`config.mk`:
```
export PLATFORM = sky130hd
export DESIGN_NAME = fwd_hazard_unit_flat
export DESIGN_NICKNAME = d
export VERILOG_FILES = /design/src/rtl/fwd_hazard_unit_pkg.sv /design/src/rtl/fwd_hazard_unit_if.sv /design/src/rtl/fwd_hazard_unit_fwd_sel.sv /design/src/rtl/fwd_hazard_unit.sv /design/src/flat_wrapper.sv
export SDC_FILE = /design/constraint.sdc
export NUM_CORES = 1
export LEC_CHECK = 0
export CORE_ASPECT_RATIO = 0.7
export CORE_MARGIN = 2
export CORE_UTILIZATION = 53
export CTS_CLUSTER_DIAMETER = 120
export DETAILED_ROUTE_END_ITERATION = 10
export GPL_TIMING_DRIVEN = 0
export PLACE_DENSITY_LB_ADDON = 0.15
export SLEW_MARGIN = 10
export SYNTH_ARGS = -nofsm -noshare
export SYNTH_HDL_FRONTEND = slang
export SYNTH_HIERARCHICAL = 1
export SYNTH_SLANG_ARGS = --single-unit
```
`constraint.sdc`:
```
create_clock -name Clk -period 3.4 [get_ports Clk]
set_input_delay 0.34 -clock Clk [delete_from_list [all_inputs] [get_ports Clk]]
set_output_delay 0.34 -clock Clk [all_outputs]
set_load 0.05 [all_outputs]
```
`src/rtl/fwd_hazard_unit_pkg.sv`:
```
// Shared pipeline definitions for the forwarding / load-use hazard unit.
// Holds the bypass select encodings and the hazard FSM state type.
package fwd_hazard_unit_pkg;

   localparam logic [1:0] SRC_REG   = 2'b00;
   localparam logic [1:0] SRC_EXMEM = 2'b01;
   localparam logic [1:0] SRC_WB    = 2'b10;

   typedef enum logic {
      RUN    = 1'b0,
      LSTALL = 1'b1
   } fsm_state_t;

endpackage

```
`src/rtl/fwd_hazard_unit_if.sv`:
```
// Decode/execute control fields into the hazard unit and the bypass/stall
// controls back out.
//   ID_Rs/ID_Rt/ID_UseRs/ID_UseRt : source operands of the instruction in ID
//   EX_Rs/EX_Rt/EX_Rw             : sources and destination of the EX instruction
//   EX_RegWr/EX_MemtoReg          : EX writes the register file / is a load
//   EX_HiWr/EX_LoWr               : EX writes HI / LO
//   ALUSrcA/B/H/L                 : bypass selects for the execute stage
//   Stall/Bubble                  : hold PC and IF/ID, insert a NOP into ID/EX
//   StallCnt                      : load-use stall cycles since reset
// master drives the pipeline fields, slave is the hazard unit.
interface fwd_hazard_unit_if;
   logic [4:0]  ID_Rs;
   logic [4:0]  ID_Rt;
   logic        ID_UseRs;
   logic        ID_UseRt;
   logic [4:0]  EX_Rs;
   logic [4:0]  EX_Rt;
   logic [4:0]  EX_Rw;
   logic        EX_RegWr;
   logic        EX_MemtoReg;
   logic        EX_HiWr;
   logic        EX_LoWr;
   logic [1:0]  ALUSrcA;
   logic [1:0]  ALUSrcB;
   logic [1:0]  ALUSrcH;
   logic [1:0]  ALUSrcL;
   logic        Stall;
   logic        Bubble;
   logic [31:0] StallCnt;

   modport master (
      output ID_Rs, ID_Rt, ID_UseRs, ID_UseRt,
      output EX_Rs, EX_Rt, EX_Rw, EX_RegWr, EX_MemtoReg, EX_HiWr, EX_LoWr,
      input  ALUSrcA, ALUSrcB, ALUSrcH, ALUSrcL, Stall, Bubble, StallCnt
   );

   modport slave (
      input  ID_Rs, ID_Rt, ID_UseRs, ID_UseRt,
      input  EX_Rs, EX_Rt, EX_Rw, EX_RegWr, EX_MemtoReg, EX_HiWr, EX_LoWr,
      output ALUSrcA, ALUSrcB, ALUSrcH, ALUSrcL, Stall, Bubble, StallCnt
   );
endinterface

```
`src/rtl/fwd_hazard_unit_fwd_sel.sv`:
```
// Compare-and-priority bypass select for one operand.
//   cmp_en : 1 = match src against the stage destinations (GPR operands),
//            0 = a stage write alone selects it (HI/LO)
//   src    : register number read in EX
//   m_wr, m_rw : EX/MEM stage may forward, and its destination
//   w_wr, w_rw : MEM/WB stage may forward, and its destination
//   sel    : SRC_REG / SRC_EXMEM / SRC_WB, EX/MEM taking priority
module fwd_hazard_unit_fwd_sel
   import fwd_hazard_unit_pkg::*;
(
   input  logic       cmp_en,
   input  logic [4:0] src,
   input  logic       m_wr,
   input  logic [4:0] m_rw,
   input  logic       w_wr,
   input  logic [4:0] w_rw,
   output logic [1:0] sel
);

   logic m_match;
   logic w_match;

   // Register 0 is hard-wired, so a write to it must never be bypassed.
   assign m_match = cmp_en ? ((m_rw != 5'd0) && (m_rw == src)) : 1'b1;
   assign w_match = cmp_en ? ((w_rw != 5'd0) && (w_rw == src)) : 1'b1;

   always_comb begin
      sel = SRC_REG;
      if (m_wr && m_match) begin
         sel = SRC_EXMEM;
      end else if (w_wr && w_match) begin
         sel = SRC_WB;
      end
   end

endmodule

```
`src/rtl/fwd_hazard_unit.sv`:
```
// Forwarding and load-use hazard controller for the five-stage pipeline.
// Keeps shadow copies of the EX/MEM and MEM/WB destination fields and from
// them produces the execute-stage bypass selects plus the IF/ID stall and
// ID/EX bubble controls.
//   Clk   : pipeline clock
//   Reset : synchronous, active-high
//   bus   : decode/execute fields in, selects / Stall / Bubble / StallCnt out
//
// state  | meaning
// RUN    | normal flow; a load-use hazard stalls for one cycle
// LSTALL | bubble sits in EX, load is in MEM; no stall, no re-detection
module fwd_hazard_unit
   import fwd_hazard_unit_pkg::*;
(
   input  logic              Clk,
   input  logic              Reset,
   fwd_hazard_unit_if.slave  bus
);

   logic [4:0]  m_rw;
   logic        m_regwr;
   logic        m_memtoreg;
   logic        m_hiwr;
   logic        m_lowr;
   logic [4:0]  w_rw;
   logic        w_regwr;
   logic        w_hiwr;
   logic        w_lowr;

   fsm_state_t  state_q;
   fsm_state_t  state_d;
   logic        hazard;
   logic        stall;
   logic [31:0] stall_cnt;

   // Shadow pipeline; bubbles arrive as EX_RegWr=0 so no enable is needed.
   always_ff @(posedge Clk) begin
      if (Reset) begin
         m_rw       <= 5'd0;
         m_regwr    <= 1'b0;
         m_memtoreg <= 1'b0;
         m_hiwr     <= 1'b0;
         m_lowr     <= 1'b0;
         w_rw       <= 5'd0;
         w_regwr    <= 1'b0;
         w_hiwr     <= 1'b0;
         w_lowr     <= 1'b0;
      end else begin
         m_rw       <= bus.EX_Rw;
         m_regwr    <= bus.EX_RegWr;
         m_memtoreg <= bus.EX_MemtoReg;
         m_hiwr     <= bus.EX_HiWr;
         m_lowr     <= bus.EX_LoWr;
         w_rw       <= m_rw;
         w_regwr    <= m_regwr;
         w_hiwr     <= m_hiwr;
         w_lowr     <= m_lowr;
      end
   end

   // A load in EX/MEM only has its address, so it is not a bypass source.
   fwd_hazard_unit_fwd_sel u_sel_a (
      .cmp_en (1'b1),
      .src    (bus.EX_Rs),
      .m_wr   (m_regwr & ~m_memtoreg),
      .m_rw   (m_rw),
      .w_wr   (w_regwr),
      .w_rw   (w_rw),
      .sel    (bus.ALUSrcA)
   );

   fwd_hazard_unit_fwd_sel u_sel_b (
      .cmp_en (1'b1),
      .src    (bus.EX_Rt),
      .m_wr   (m_regwr & ~m_memtoreg),
      .m_rw   (m_rw),
      .w_wr   (w_regwr),
      .w_rw   (w_rw),
      .sel    (bus.ALUSrcB)
   );

   fwd_hazard_unit_fwd_sel u_sel_h (
      .cmp_en (1'b0),
      .src    (5'd0),
      .m_wr   (m_hiwr),
      .m_rw   (5'd0),
      .w_wr   (w_hiwr),
      .w_rw   (5'd0),
      .sel    (bus.ALUSrcH)
   );

   fwd_hazard_unit_fwd_sel u_sel_l (
      .cmp_en (1'b0),
      .src    (5'd0),
      .m_wr   (m_lowr),
      .m_rw   (5'd0),
      .w_wr   (w_lowr),
      .w_rw   (5'd0),
      .sel    (bus.ALUSrcL)
   );

   assign hazard = bus.EX_MemtoReg && bus.EX_RegWr && (bus.EX_Rw != 5'd0) &&
                   ((bus.ID_UseRs && (bus.ID_Rs == bus.EX_Rw)) ||
                    (bus.ID_UseRt && (bus.ID_Rt == bus.EX_Rw)));

   always_ff @(posedge Clk) begin
      if (Reset) begin
         state_q <= RUN;
      end else begin
         state_q <= state_d;
      end
   end

   // Reset masks the stall so a simultaneous hazard never reaches the pipe.
   always_comb begin
      state_d = state_q;
      stall   = 1'b0;
      case (state_q)
         RUN: begin
            if (hazard && !Reset) begin
               stall   = 1'b1;
               state_d = LSTALL;
            end
         end
         LSTALL: begin
            state_d = RUN;
         end
         default: begin
            state_d = RUN;
         end
      endcase
   end

   always_ff @(posedge Clk) begin
      if (Reset) begin
         stall_cnt <= 32'd0;
      end else if (stall) begin
         stall_cnt <= stall_cnt + 32'd1;
      end
   end

   assign bus.Stall    = stall;
   assign bus.Bubble   = stall;
   assign bus.StallCnt = stall_cnt;

endmodule

```
`src/flat_wrapper.sv`:
```
// flat-port wrapper written by rule: the top's interface ports become plain ports
module fwd_hazard_unit_flat import fwd_hazard_unit_pkg::*;
  (Clk, Reset, bus_ID_Rs, bus_ID_Rt, bus_ID_UseRs, bus_ID_UseRt, bus_EX_Rs, bus_EX_Rt, bus_EX_Rw, bus_EX_RegWr, bus_EX_MemtoReg, bus_EX_HiWr, bus_EX_LoWr, bus_ALUSrcA, bus_ALUSrcB, bus_ALUSrcH, bus_ALUSrcL, bus_Stall, bus_Bubble, bus_StallCnt);
  fwd_hazard_unit_if bus_i ();
  input  logic Clk;
  input  logic Reset;
  input wire logic [$bits(bus_i.ID_Rs)-1:0] bus_ID_Rs;
  input wire logic [$bits(bus_i.ID_Rt)-1:0] bus_ID_Rt;
  input wire logic [$bits(bus_i.ID_UseRs)-1:0] bus_ID_UseRs;
  input wire logic [$bits(bus_i.ID_UseRt)-1:0] bus_ID_UseRt;
  input wire logic [$bits(bus_i.EX_Rs)-1:0] bus_EX_Rs;
  input wire logic [$bits(bus_i.EX_Rt)-1:0] bus_EX_Rt;
  input wire logic [$bits(bus_i.EX_Rw)-1:0] bus_EX_Rw;
  input wire logic [$bits(bus_i.EX_RegWr)-1:0] bus_EX_RegWr;
  input wire logic [$bits(bus_i.EX_MemtoReg)-1:0] bus_EX_MemtoReg;
  input wire logic [$bits(bus_i.EX_HiWr)-1:0] bus_EX_HiWr;
  input wire logic [$bits(bus_i.EX_LoWr)-1:0] bus_EX_LoWr;
  output wire logic [$bits(bus_i.ALUSrcA)-1:0] bus_ALUSrcA;
  output wire logic [$bits(bus_i.ALUSrcB)-1:0] bus_ALUSrcB;
  output wire logic [$bits(bus_i.ALUSrcH)-1:0] bus_ALUSrcH;
  output wire logic [$bits(bus_i.ALUSrcL)-1:0] bus_ALUSrcL;
  output wire logic [$bits(bus_i.Stall)-1:0] bus_Stall;
  output wire logic [$bits(bus_i.Bubble)-1:0] bus_Bubble;
  output wire logic [$bits(bus_i.StallCnt)-1:0] bus_StallCnt;
  assign bus_i.ID_Rs = bus_ID_Rs;
  assign bus_i.ID_Rt = bus_ID_Rt;
  assign bus_i.ID_UseRs = bus_ID_UseRs;
  assign bus_i.ID_UseRt = bus_ID_UseRt;
  assign bus_i.EX_Rs = bus_EX_Rs;
  assign bus_i.EX_Rt = bus_EX_Rt;
  assign bus_i.EX_Rw = bus_EX_Rw;
  assign bus_i.EX_RegWr = bus_EX_RegWr;
  assign bus_i.EX_MemtoReg = bus_EX_MemtoReg;
  assign bus_i.EX_HiWr = bus_EX_HiWr;
  assign bus_i.EX_LoWr = bus_EX_LoWr;
  assign bus_ALUSrcA = bus_i.ALUSrcA;
  assign bus_ALUSrcB = bus_i.ALUSrcB;
  assign bus_ALUSrcH = bus_i.ALUSrcH;
  assign bus_ALUSrcL = bus_i.ALUSrcL;
  assign bus_Stall = bus_i.Stall;
  assign bus_Bubble = bus_i.Bubble;
  assign bus_StallCnt = bus_i.StallCnt;
  fwd_hazard_unit u_core (.Clk(Clk), .Reset(Reset), .bus(bus_i));
endmodule
```
==> results of run 1 <==
==> power by group through the flow <==
stage	Combinational (W)	Clock, W	Sequential (W)
6_report	0.000180	0.000330	0.000605
5_1_grt	0.000198	0.000357	0.000606
4_1_cts	0.000173	0.000332	0.000604
3_5_place_dp	0.000172	0	0.000618
3_3_place_gp	0.000167	0	0.000618
2_1_floorplan	0.000104	0	0.000616
==> metal layers <==
metal  up-vias  GRT usage, %
met2       100         47.45
met3        10         4.105
met5         -             0
met4         0         8.955
met1      1412         32.79
li1       1499             -
==> worst max-delay path: stages <==
cell and delay, ns:
clkdlybuf4s50_1 0.51, xor2_1 0.21, nor4_1 0.30, a32oi_1 0.34, nor3_2 0.38, buf_4 0.16, dlymetal6s2s_1 0.40
==> sequential cells by signal (all words and copies together), names as in the netlist <==
| register | count |
|---|---|
| u_core/state_q | 1 |
| u_core/m_lowr | 1 |
| u_core/bus.StallCnt | 32 |
| u_core/m_memtoreg | 1 |
| u_core/w_rw | 5 |
| u_core/m_hiwr | 1 |
| u_core/w_hiwr | 1 |
| u_core/m_rw | 5 |
| u_core/w_regwr | 1 |
| u_core/m_regwr | 1 |
| u_core/w_lowr | 1 |
==> worst paths after layout <==
path | from | end | slack (ns) | cells after the start
worst min register to register | u_core/m_regwr | u_core/w_regwr | 0.46 | 1
worst max-delay path | bus_EX_Rw[2] | bus_Stall | 0.41 | 7
worst max register to register | u_core/bus.StallCnt[5] | u_core/bus.StallCnt[31] | 0.99 | 5
worst min-delay path | u_core/m_regwr | u_core/w_regwr | 0.46 | 1
==> cell type report <==
class / count / area, µm²
repair buffers: 74 / 745.7
inverters: 7 / 26.28
multi-input cells: 342 / 2125
flip-flops and latches: 50 / 1001
fillers: 400 / 1139
plain buffers: 13 / 55.05
well taps: 72 / 90.09
clock buffers: 7 / 76.32
==> stage by stage <==
step	worst slack, ns	util [%]
after floorplan	0.4021	-
after global placement	-0.09019	76.70
after detailed placement	-0.1581	76.70
after CTS	0.006059	78.25
after global routing	0.2133	78.34
final	0.4119	78.34
==> cell families after synthesis <==
| group | synth area share (%) |
|---|---|
| simple gates | 28.22 |
| compound gates | 19.74 |
| flops | 34.41 |
| xor+xnor | 12.65 |
| buf+inv | 2.796 |
| mux | 1.505 |
| other cells | 0.2582 |
| fa+ha+maj | 0.4300 |
==> cell usage in the layout (no fill, tap or decap), types with 4 or more instances in the layout <==
cell	Yosys	routed
a211oi_1	4	4
a21oi_1	29	29
clkbuf_1	10	12
clkbuf_8	0	5
clkdlybuf4s50_1	0	72
conb_1	2	80
dfxtp_1	50	50
inv_1	7	7
nand2_1	25	25
nand3_1	10	10
nand4_1	9	9
nor2_1	11	11
nor2b_1	21	21
nor3_1	10	9
nor4_1	12	12
o211a_1	4	4
o31ai_1	22	22
o41ai_1	6	6
o41ai_2	4	4
or4_1	22	22
xor2_1	40	40
==> impl_metrics.ini, run 1 <==
[status]
status = complete, no violations

[clocking]
clk_pin_slew_ns = 0.08
postCtsSetupBuffers = 0
clk_latency_ns = 0.30
cts_max_level = 2
cts_hold_buffers = 0
cts_tree = done
post_cts_resized = 1
cts_sinks = 50
numCtsBuffers = 5
clock_path_buffers = 2
root_buffer = clkbuf_8

[timing]
worst_slew_pin_slew_ns = 0.7302
fmax_mhz = 334.7
whs_ns = 0.4587
rsz0062_at_grt = false
worst_clock_skew_ns = 0.003810
final_hold_viol_count = 0
fin_crit_ns = 2.988
period_share_pct = 87.89
tns_ns = 0
drv_slew = 0
setup_viol = 0
relSlewSlack_pct = 51.32

[drt]
top_layer = met4
drt_iter0_drc = 198
firstDrtPassIters = 4
avgRoutedWirePerCell_um = 13.99
vias_per_cell = 5.347
route.detailed.drc = 0
met2_length_mm = 3.925
wl_met1_mm = 3.433
wl_mm = 7.904
routed-via-count = 3021
met3_length_um = 447
postRouteAntennaNets = 0

[logic_synthesis]
synthTopCellsByArea = dfxtp_1 (34%), xor2_1 (12%), o31ai_1 (5.7%)
synthCells = 334
seq_area_frac_synth_pct = 34.41
yosys.area.top_type = dfxtp_1
synth-main-ff-cell = dfxtp_1
synth_most_common_cell = dfxtp_1
netlist_top_cells_count = dfxtp_1 (50), xor2_1 (40), a21oi_1 (29)
syn_area_um2 = 2909
ys_ff_latch = 50
synth_edf_count = 0
synth_top_area_share_pct = 34.41
avgSynthCellArea_um2 = 8.710
synth_cell_types = 42
yosys_warnings = 6
synth-async-reset-ratio_pct = 0

[critical_path]
end_kind = primary output
cp.arrival_ns = 2.65
worst-path-max-fanout = 6
setup.worst_path.start_class = primary input
crit_type = primary input to primary output
required_ns = 3.06

[pwr]
internal_power_w = 0.0008183
power_frac_clock_pct = 29.6
swShare_pct = 26.57
leakage_nw = 1.672
p_seq_share_pct = 54.2
finalPower_w = 0.001114
power.switching_w = 0.0002961
combPwrFrac_pct = 16.2
vdd_ir_drop_max_mv = 0.1361
p_per_area_nw_per_um2 = 270.6

[flow_run]
maxCapViolCount = 0

[placement]
io_buffers = 74
dpl.hpwl_mm = 5.996
place_area_um2 = 4033
place_congestion = 0.8764
placed_cells = 558

[global_route]
gr-total-overflow = 0
grt_max_degree = 14
grtUsageTotal_pct = 26.50
grt_pass1_wl_mm = 12.90
antenna_found_initial = 0
grt_pass1_vias = 2858

[worst_hold_path]
hold_class = flop to flop

[floorplan]
dieHeight_um = 65.99
row_count = 22
start_util_pct = 55.33
die_area_um2 = 6107
core_area_um2 = 5258
io_pins = 75
die_w_um = 92.55

[finish]
syn2layout_area_growth_pct = 41.59
drive_above_1_share_pct = 4.057
nNetsFinal = 527
n_antenna_cell = 0
stdcell_count = 565
postLayoutCellArea_um2 = 4119
No activity file was read; power rests on OpenSTA's default activity.
==> run 2: changes to the inputs <==
--- a/config.mk
+++ b/config.mk
@@ -12,7 +12,6 @@
 export DETAILED_ROUTE_END_ITERATION = 10
 export GPL_TIMING_DRIVEN = 0
 export PLACE_DENSITY_LB_ADDON = 0.15
-export SLEW_MARGIN = 10
 export SYNTH_ARGS = -nofsm -noshare
 export SYNTH_HDL_FRONTEND = slang
 export SYNTH_HIERARCHICAL = 1
==> results of run 2 <==
Final layout, timing and power as in run 1 (identical DEF).
